### config.mk
export PLATFORM = sky130hd
export DESIGN_NAME = rx_strip_fifo
export DESIGN_NICKNAME = d
export VERILOG_FILES = /design/src/rtl/rx_pkg.sv /design/src/rtl/sdp_ram.sv /design/src/rtl/rx_strip_fifo.sv
export SDC_FILE = /design/constraint.sdc
export NUM_CORES = 2
export LEC_CHECK = 0
export CAP_MARGIN = 20
export CORE_UTILIZATION = 48
export CTS_BUF_LIST = sky130_fd_sc_hd__clkbuf_4 sky130_fd_sc_hd__clkbuf_8
export CTS_CLUSTER_DIAMETER = 100
export DETAILED_ROUTE_END_ITERATION = 10
export HOLD_SLACK_MARGIN = 0.08
export PLACE_DENSITY_LB_ADDON = 0.2
export SLEW_MARGIN = 10
export SYNTH_ARGS = -nofsm -noshare
export SYNTH_HDL_FRONTEND = slang
export SYNTH_SLANG_ARGS = --single-unit
### constraint.sdc
create_clock -name m_axis_aclk -period 7.37 [get_ports m_axis_aclk]
set_input_delay 1.474 -clock m_axis_aclk [delete_from_list [all_inputs] [get_ports m_axis_aclk]]
set_output_delay 1.474 -clock m_axis_aclk [all_outputs]
set_load 0.1 [all_outputs]
### src/rtl/rx_pkg.sv
// rtl/rx_pkg.sv - shared constants and types for the RX strip FIFO
//
// Purpose : default geometry, stat counter width, write-side state encoding
//           and a saturating increment helper for the status counters.
// Ports   : none (package).
package rx_pkg;

  localparam int DATA_W_DEF = 32;
  localparam int DEPTH_DEF  = 64;
  localparam int STAT_W     = 16;

  typedef enum logic [1:0] {
    ST_IDLE = 2'd0,
    ST_PKT  = 2'd1,
    ST_DROP = 2'd2
  } wr_state_e;

  function automatic logic [STAT_W-1:0] sat_inc(input logic [STAT_W-1:0] v);
    return (v == '1) ? v : v + 1'b1;
  endfunction

endpackage

### src/rtl/sdp_ram.sv
// rtl/sdp_ram.sv - simple dual-port RAM, registered read, single clock
//
// Purpose : FIFO word storage (data plus tlast flag).
// Ports   : clk             - clock
//           wr_en/wr_addr/wr_data - write port
//           rd_en/rd_addr   - read request; rd_data valid the cycle after
//           rd_data         - registered read data, held while rd_en is low
module sdp_ram
  import rx_pkg::*;
#(
  parameter int WIDTH = DATA_W_DEF + 1,
  parameter int DEPTH = DEPTH_DEF,
  localparam int AW   = $clog2(DEPTH)
) (
  input  logic             clk,
  input  logic             wr_en,
  input  logic [AW-1:0]    wr_addr,
  input  logic [WIDTH-1:0] wr_data,
  input  logic             rd_en,
  input  logic [AW-1:0]    rd_addr,
  output logic [WIDTH-1:0] rd_data
);

  logic [WIDTH-1:0] mem [DEPTH];

  always_ff @(posedge clk) begin
    if (wr_en) mem[wr_addr] <= wr_data;
    if (rd_en) rd_data <= mem[rd_addr];
  end

endmodule

### src/rtl/rx_strip_fifo.sv
// rtl/rx_strip_fifo.sv - Aurora RX store-and-forward FIFO with sequence-word strip
//
// Purpose : accepts RX beats with no backpressure, optionally removes the
//           trailing sequence word of each packet, stores whole packets and
//           releases them downstream only once complete. Packets that do not
//           fit are dropped whole.
// Optional: define RX_SEQ_CHECK_EN to count sequence-number discontinuities.
// Ports   : m_axis_aclk, m_axis_areset (async, active high)
//           s_axis_tvalid/tdata/tlast  - RX input, no tready
//           m_axis_tvalid/tdata/tlast/tready - downstream stream
//           ctrl_strip_seq   - strip trailing sequence word (per packet)
//           stat_seq_last    - last sequence word seen
//           stat_drop_cnt    - packets dropped on overflow (saturating)
//           stat_seq_err_cnt - sequence discontinuities (saturating)
module rx_strip_fifo
  import rx_pkg::*;
#(
  parameter int DATA_W = DATA_W_DEF,
  parameter int DEPTH  = DEPTH_DEF
) (
  input  logic              m_axis_aclk,
  input  logic              m_axis_areset,
  input  logic              s_axis_tvalid,
  input  logic [DATA_W-1:0] s_axis_tdata,
  input  logic              s_axis_tlast,
  output logic              m_axis_tvalid,
  output logic [DATA_W-1:0] m_axis_tdata,
  output logic              m_axis_tlast,
  input  logic              m_axis_tready,
  input  logic              ctrl_strip_seq,
  output logic [31:0]       stat_seq_last,
  output logic [STAT_W-1:0] stat_drop_cnt,
  output logic [STAT_W-1:0] stat_seq_err_cnt
);

  localparam int AW = $clog2(DEPTH);
  localparam int PW = AW + 1;
  localparam logic [PW-1:0] DEPTH_P = PW'(DEPTH);

  wr_state_e         st;
  logic              strip_pkt;
  logic              hold_valid;
  logic [DATA_W-1:0] hold_data;
  logic [PW-1:0]     wr_ptr_t;   // tentative: where the next word goes
  logic [PW-1:0]     wr_ptr_c;   // committed: end of last complete packet
  logic [PW-1:0]     rd_ptr;

  logic              strip_cur;
  logic              wr_req;
  logic              wr_en;
  logic              full;
  logic              overflow;
  logic [DATA_W-1:0] wr_data;
  logic [PW-1:0]     fill;
  logic [31:0]       seq_word;

  logic              s1_valid;   // RAM output register holds a word
  logic              empty;
  logic              out_free;
  logic              rd_en;
  logic [DATA_W:0]   rd_q;

  assign seq_word = 32'(s_axis_tdata);

  // The strip setting is taken live on a packet's first beat, latched after.
  assign strip_cur = (st == ST_IDLE) ? ctrl_strip_seq : strip_pkt;

  // In strip mode a write needs a held word; the tlast beat flushes the held
  // word and the sequence word itself never enters the data path.
  assign wr_req  = s_axis_tvalid && (st != ST_DROP) && (!strip_cur || hold_valid);
  assign wr_data = strip_cur ? hold_data : s_axis_tdata;

  // Compared against the registered read pointer, so a read issued in the
  // same cycle never makes room for this write.
  assign fill     = wr_ptr_t - rd_ptr;
  assign full     = (fill == DEPTH_P);
  assign overflow = wr_req && full;
  assign wr_en    = wr_req && !full;

  always_ff @(posedge m_axis_aclk or posedge m_axis_areset) begin
    if (m_axis_areset) begin
      st            <= ST_IDLE;
      strip_pkt     <= 1'b0;
      hold_valid    <= 1'b0;
      hold_data     <= '0;
      wr_ptr_t      <= '0;
      wr_ptr_c      <= '0;
      stat_drop_cnt <= '0;
      stat_seq_last <= '0;
    end else begin
      if (s_axis_tvalid && s_axis_tlast) stat_seq_last <= seq_word;

      if (overflow) begin
        wr_ptr_t      <= wr_ptr_c;
        hold_valid    <= 1'b0;
        stat_drop_cnt <= sat_inc(stat_drop_cnt);
        // An overflow on the tlast beat has already consumed the whole packet.
        st            <= s_axis_tlast ? ST_IDLE : ST_DROP;
      end else if (s_axis_tvalid) begin
        if (wr_en) wr_ptr_t <= wr_ptr_t + 1'b1;
        if (wr_en && s_axis_tlast) wr_ptr_c <= wr_ptr_t + 1'b1;

        case (st)
          ST_IDLE: begin
            strip_pkt <= ctrl_strip_seq;
            if (!s_axis_tlast) st <= ST_PKT;
          end
          ST_PKT:  if (s_axis_tlast) st <= ST_IDLE;
          ST_DROP: if (s_axis_tlast) st <= ST_IDLE;
          default: st <= ST_IDLE;
        endcase

        if ((st != ST_DROP) && strip_cur && !s_axis_tlast) begin
          hold_data  <= s_axis_tdata;
          hold_valid <= 1'b1;
        end else begin
          hold_valid <= 1'b0;
        end
      end
    end
  end

`ifdef RX_SEQ_CHECK_EN
  logic              seq_seen;
  logic [STAT_W-1:0] seq_err_cnt;

  // stat_seq_last still holds the previous sequence word on a tlast beat.
  always_ff @(posedge m_axis_aclk or posedge m_axis_areset) begin
    if (m_axis_areset) begin
      seq_seen    <= 1'b0;
      seq_err_cnt <= '0;
    end else if (s_axis_tvalid && s_axis_tlast) begin
      seq_seen <= 1'b1;
      if (seq_seen && (seq_word != stat_seq_last + 32'd1))
        seq_err_cnt <= sat_inc(seq_err_cnt);
    end
  end

  assign stat_seq_err_cnt = seq_err_cnt;
`else
  assign stat_seq_err_cnt = '0;
`endif

  sdp_ram #(
    .WIDTH (DATA_W + 1),
    .DEPTH (DEPTH)
  ) u_ram (
    .clk     (m_axis_aclk),
    .wr_en   (wr_en),
    .wr_addr (wr_ptr_t[AW-1:0]),
    .wr_data ({s_axis_tlast, wr_data}),
    .rd_en   (rd_en),
    .rd_addr (rd_ptr[AW-1:0]),
    .rd_data (rd_q)
  );

  // Two-stage prefetch: RAM output register, then the output register.
  // A new read is issued whenever the RAM register is empty or moving on,
  // which keeps one word per cycle flowing.
  assign empty    = (wr_ptr_c == rd_ptr);
  assign out_free = !m_axis_tvalid || m_axis_tready;
  assign rd_en    = !empty && (!s1_valid || out_free);

  always_ff @(posedge m_axis_aclk or posedge m_axis_areset) begin
    if (m_axis_areset) begin
      rd_ptr        <= '0;
      s1_valid      <= 1'b0;
      m_axis_tvalid <= 1'b0;
      m_axis_tdata  <= '0;
      m_axis_tlast  <= 1'b0;
    end else begin
      if (rd_en) rd_ptr <= rd_ptr + 1'b1;

      if (rd_en)         s1_valid <= 1'b1;
      else if (out_free) s1_valid <= 1'b0;

      if (out_free) begin
        m_axis_tvalid <= s1_valid;
        if (s1_valid) begin
          m_axis_tdata <= rd_q[DATA_W-1:0];
          m_axis_tlast <= rd_q[DATA_W];
        end
      end
    end
  end

endmodule

==> qor.txt <==
Status - finished, final reports clean
Power density over the cells - 428.6 nW/um^2
Wire per inst - 32.71 um
DR pass1 iterations - 6
Largest net degree at the start of global routing - 99
Setup Viol. Count Final - 0
Syn_area_per_cell - 22.11 um^2
CTS Root Buffer Type - clkbuf_8
Placed cells - 6,389
Max Slew Vio Count - 0
Final #Nets - 4,454
Achievable Freq - 0.2048 GHz
Register bit total from synthesis - 2,285
# DRC - 0
Die X - 429.3 um
Clock slew at reported path FFs - 0.07 ns
RD Place Congestion - 0.8657
Cts bufs inserted - 377
GRT overflow - 0
Async S/R FF share, synth - 6.127%
Gr usage total - 25.22%
Depth of the CTS H-tree - 5
Dpl cell area - 92,730 um^2
Vias in the first global route - 43,550
Area grow syn2layout - 14.33%
Via density - 6.100
RR Startpoint - rd_ptr[4]
Global routing usage on met1 - 34.60%
Commonest non-fill, non-tap cell in the layout - edfxtp_1
Via count - 43,080
Critical Path, Cell by Cell - clkinv_1 -> ha_1 -> nand4_1 -> a21oi_1 -> or4b_1 -> a31oi_1 -> nand3_1 -> buf_4 -> nor2_4 -> buf_4
Final hold slack - 0.4631 ns
Syn Inst Count - 3,964
Io pins - 136
Worst hold start - u_ram.rd_data[7]
Static leakage - 32.42 nW
Drt first-iter violations - 5,262
Yosys warns - 0
Ys flop type - edfxtp_1
Setup CP Type - register to register
Post-route ant nets - 0
Clock skew - 0.07098 ns
Area of the multi-input gates - 19,340 um^2
Tmin final - 4.882 ns
Unrepaired setup endpoints after global routing - false
Hold Fails Final Rpt - 0
Reg area - 67,930 um^2
Slowest-stage cell, CP - dfrtp_1
Met2 GRT Util - 40.06%
Final std cells w/o fill - 7,063
Crit path from - rd_ptr[4]
Crit path largest cell delay - 0.70 ns
Max clock buf depth - 4
Max_slew headroom - 25.56%
Setup TNS - 0 ns
Worst EP arrival - 5.60 ns
Worst path most repeated cell - buf_4
Pwr Total - 42.95 mW
Most used routing layer - met2
Tcrit/Tclk final - 66.24%
Reg2reg end - u_ram.mem[48][16]
M3 GR Usage - 5.510%
EDFF count, synth - 2,145
MaxCap Viol Count - 0
First-pass GRT wire length - 327,200 um
Post-CTS Setup Inserts - 0
CP endpoint - u_ram.mem[48][16]
Chip Height - 429.3 um
Hold WC Path Type - register to register
Core Box Area - 181,100 um^2
Initial Utilization - 48.39%
Dpl hpwl - 135,000 um
Maximum vdd drop - 0.0003808 V
Final instance area - 100,200 um^2
Number of I/O port buffers - 119
Cell count of the worst reg-to-reg path - 10
CP Max Fanout - 20
Full die area - 184,300 um^2
Yosys cell types - 64
Hold Buf Count CTS - 0
Share of layout cells above drive strength 1 - 32.22%
Post_cts resized - 0
Fillers - 13,560
Commonest non-fill, non-tap cells in the layout - edfxtp_1, mux4_2, clkbuf_8
Number of cell rows - 156
Post-synthesis sequential area ratio - 77.48%
Clk sinks - 2,285
CP Capture Type - register
CTS tree - yes
Startpoint Class - register
Mapped Area - 87,650 um^2
Clk Latency, worst-skew pair - 1.08 ns
Initial antenna violation count - 11
Final wirelength - 231,000 um
Reg2Reg Setup Slack - 2.49 ns
Slew @ Worst Pin - 1.114 ns
Worst EP required - 8.09 ns
[state kept, by name, indices dropped and copies added (netlist names), 2 cells and up]
| register | cells |
|---|---|
| hold_data | 32 |
| m_axis_tdata | 32 |
| rd_ptr | 7 |
| st | 2 |
| stat_drop_cnt | 16 |
| stat_seq_last | 32 |
| u_ram.mem | 2112 |
| u_ram.rd_data | 33 |
| wr_ptr_c | 7 |
| wr_ptr_t | 7 |
[Yosys cell counts (all sizes together) (11+ instances only)]
master | instances | area (um^2)
edfxtp | 2145 | 64410
mux4 | 551 | 12410
nand2 | 162 | 608.1
dfrtp | 140 | 3503
mux2 | 138 | 1554
buf | 128 | 633.1
nor2 | 108 | 405.4
mux2i | 101 | 1011
clkbuf | 86 | 322.8
o22ai | 59 | 369.1
a22oi | 42 | 315.3
o21ai | 34 | 170.2
nand3 | 33 | 165.2
a22o | 20 | 175.2
xor2 | 20 | 175.2
inv | 19 | 71.31
nand4 | 18 | 118.9
nor3 | 18 | 95.09
a21oi | 16 | 80.08
xnor2 | 13 | 113.9
ha | 11 | 137.6
nor4 | 11 | 68.82
[per-layer routing]
| metal | part of all wire, % | wire length (um) | up-vias |
|---|---|---|---|
| met5 | 0.0056 | 13 | - |
| met4 | 3.4 | 7834 | 2 |
| met3 | 8.4 | 19460 | 375 |
| met2 | 49 | 112800 | 2030 |
| met1 | 39 | 90880 | 23130 |
| li1 | - | - | 17540 |
[report_power, final]
part	leakage (nW)	switching, mW	internal (mW)
registers	21.0	0.454	17.1
logic	7.53	9.89	4.56
clock network	3.91	4.95	6.00
total	32.4	15.3	27.7
[metrics by stage]
step	util, %	setup slack, ns
5_1_grt	55.32	2.237
3_5_place_dp	51.20	1.845
4_1_cts	55.24	2.485
2_1_floorplan	-	0.7111
6_report	55.33	2.488
3_3_place_gp	51.08	1.875
[kinds of logic (layout without fill, tap and decap cells)]
| family | after synthesis | count (layout) | synth area share (%) |
|---|---|---|---|
| mux | 790 | 790 | 17.08 |
| simple gates | 379 | 379 | 1.931 |
| compound gates | 230 | 230 | 1.833 |
| flops | 2285 | 2285 | 77.48 |
| fa+ha+maj | 11 | 11 | 0.1570 |
| other cells | 1 | 22 | 0.004278 |
| buf+inv | 235 | 943 | 1.180 |
| xor+xnor | 33 | 33 | 0.3297 |
[worst min-delay path by stage]
| stage | endpoint | slack (ns) | depth (start not counted) |
|---|---|---|---|
| after floorplan | m_axis_tvalid | 0.45 | 2 |
| after global placement | m_axis_tdata[24] | 0.46 | 1 |
| after detailed placement | m_axis_tdata[26] | 0.47 | 1 |
| after CTS | m_axis_tdata[7] | 0.46 | 1 |
| after global routing | m_axis_tdata[24] | 0.50 | 1 |
| final | m_axis_tdata[7] | 0.46 | 1 |
[area by class of cell]
cell class,instances,area share (%)
repair buffers,261,2.539
inverters,21,0.09239
diodes,6,0.01498
clock inverters,145,1.005
flip-flops and latches,2285,67.78
clock buffers,516,6.312
well taps,2370,2.959
multi-input cells,1459,19.30
[critical path: cells and delay by family (launching register included)]
family	cells	cell delay, ns
AND/OR/NAND/NOR	4	1.73
buffers and inverters	3	1.09
flip-flops	1	0.70
AO/OA/AOI/OAI	2	0.54
adder cells (fa/ha/maj)	1	0.47
(Power assumes the default switching activity.)
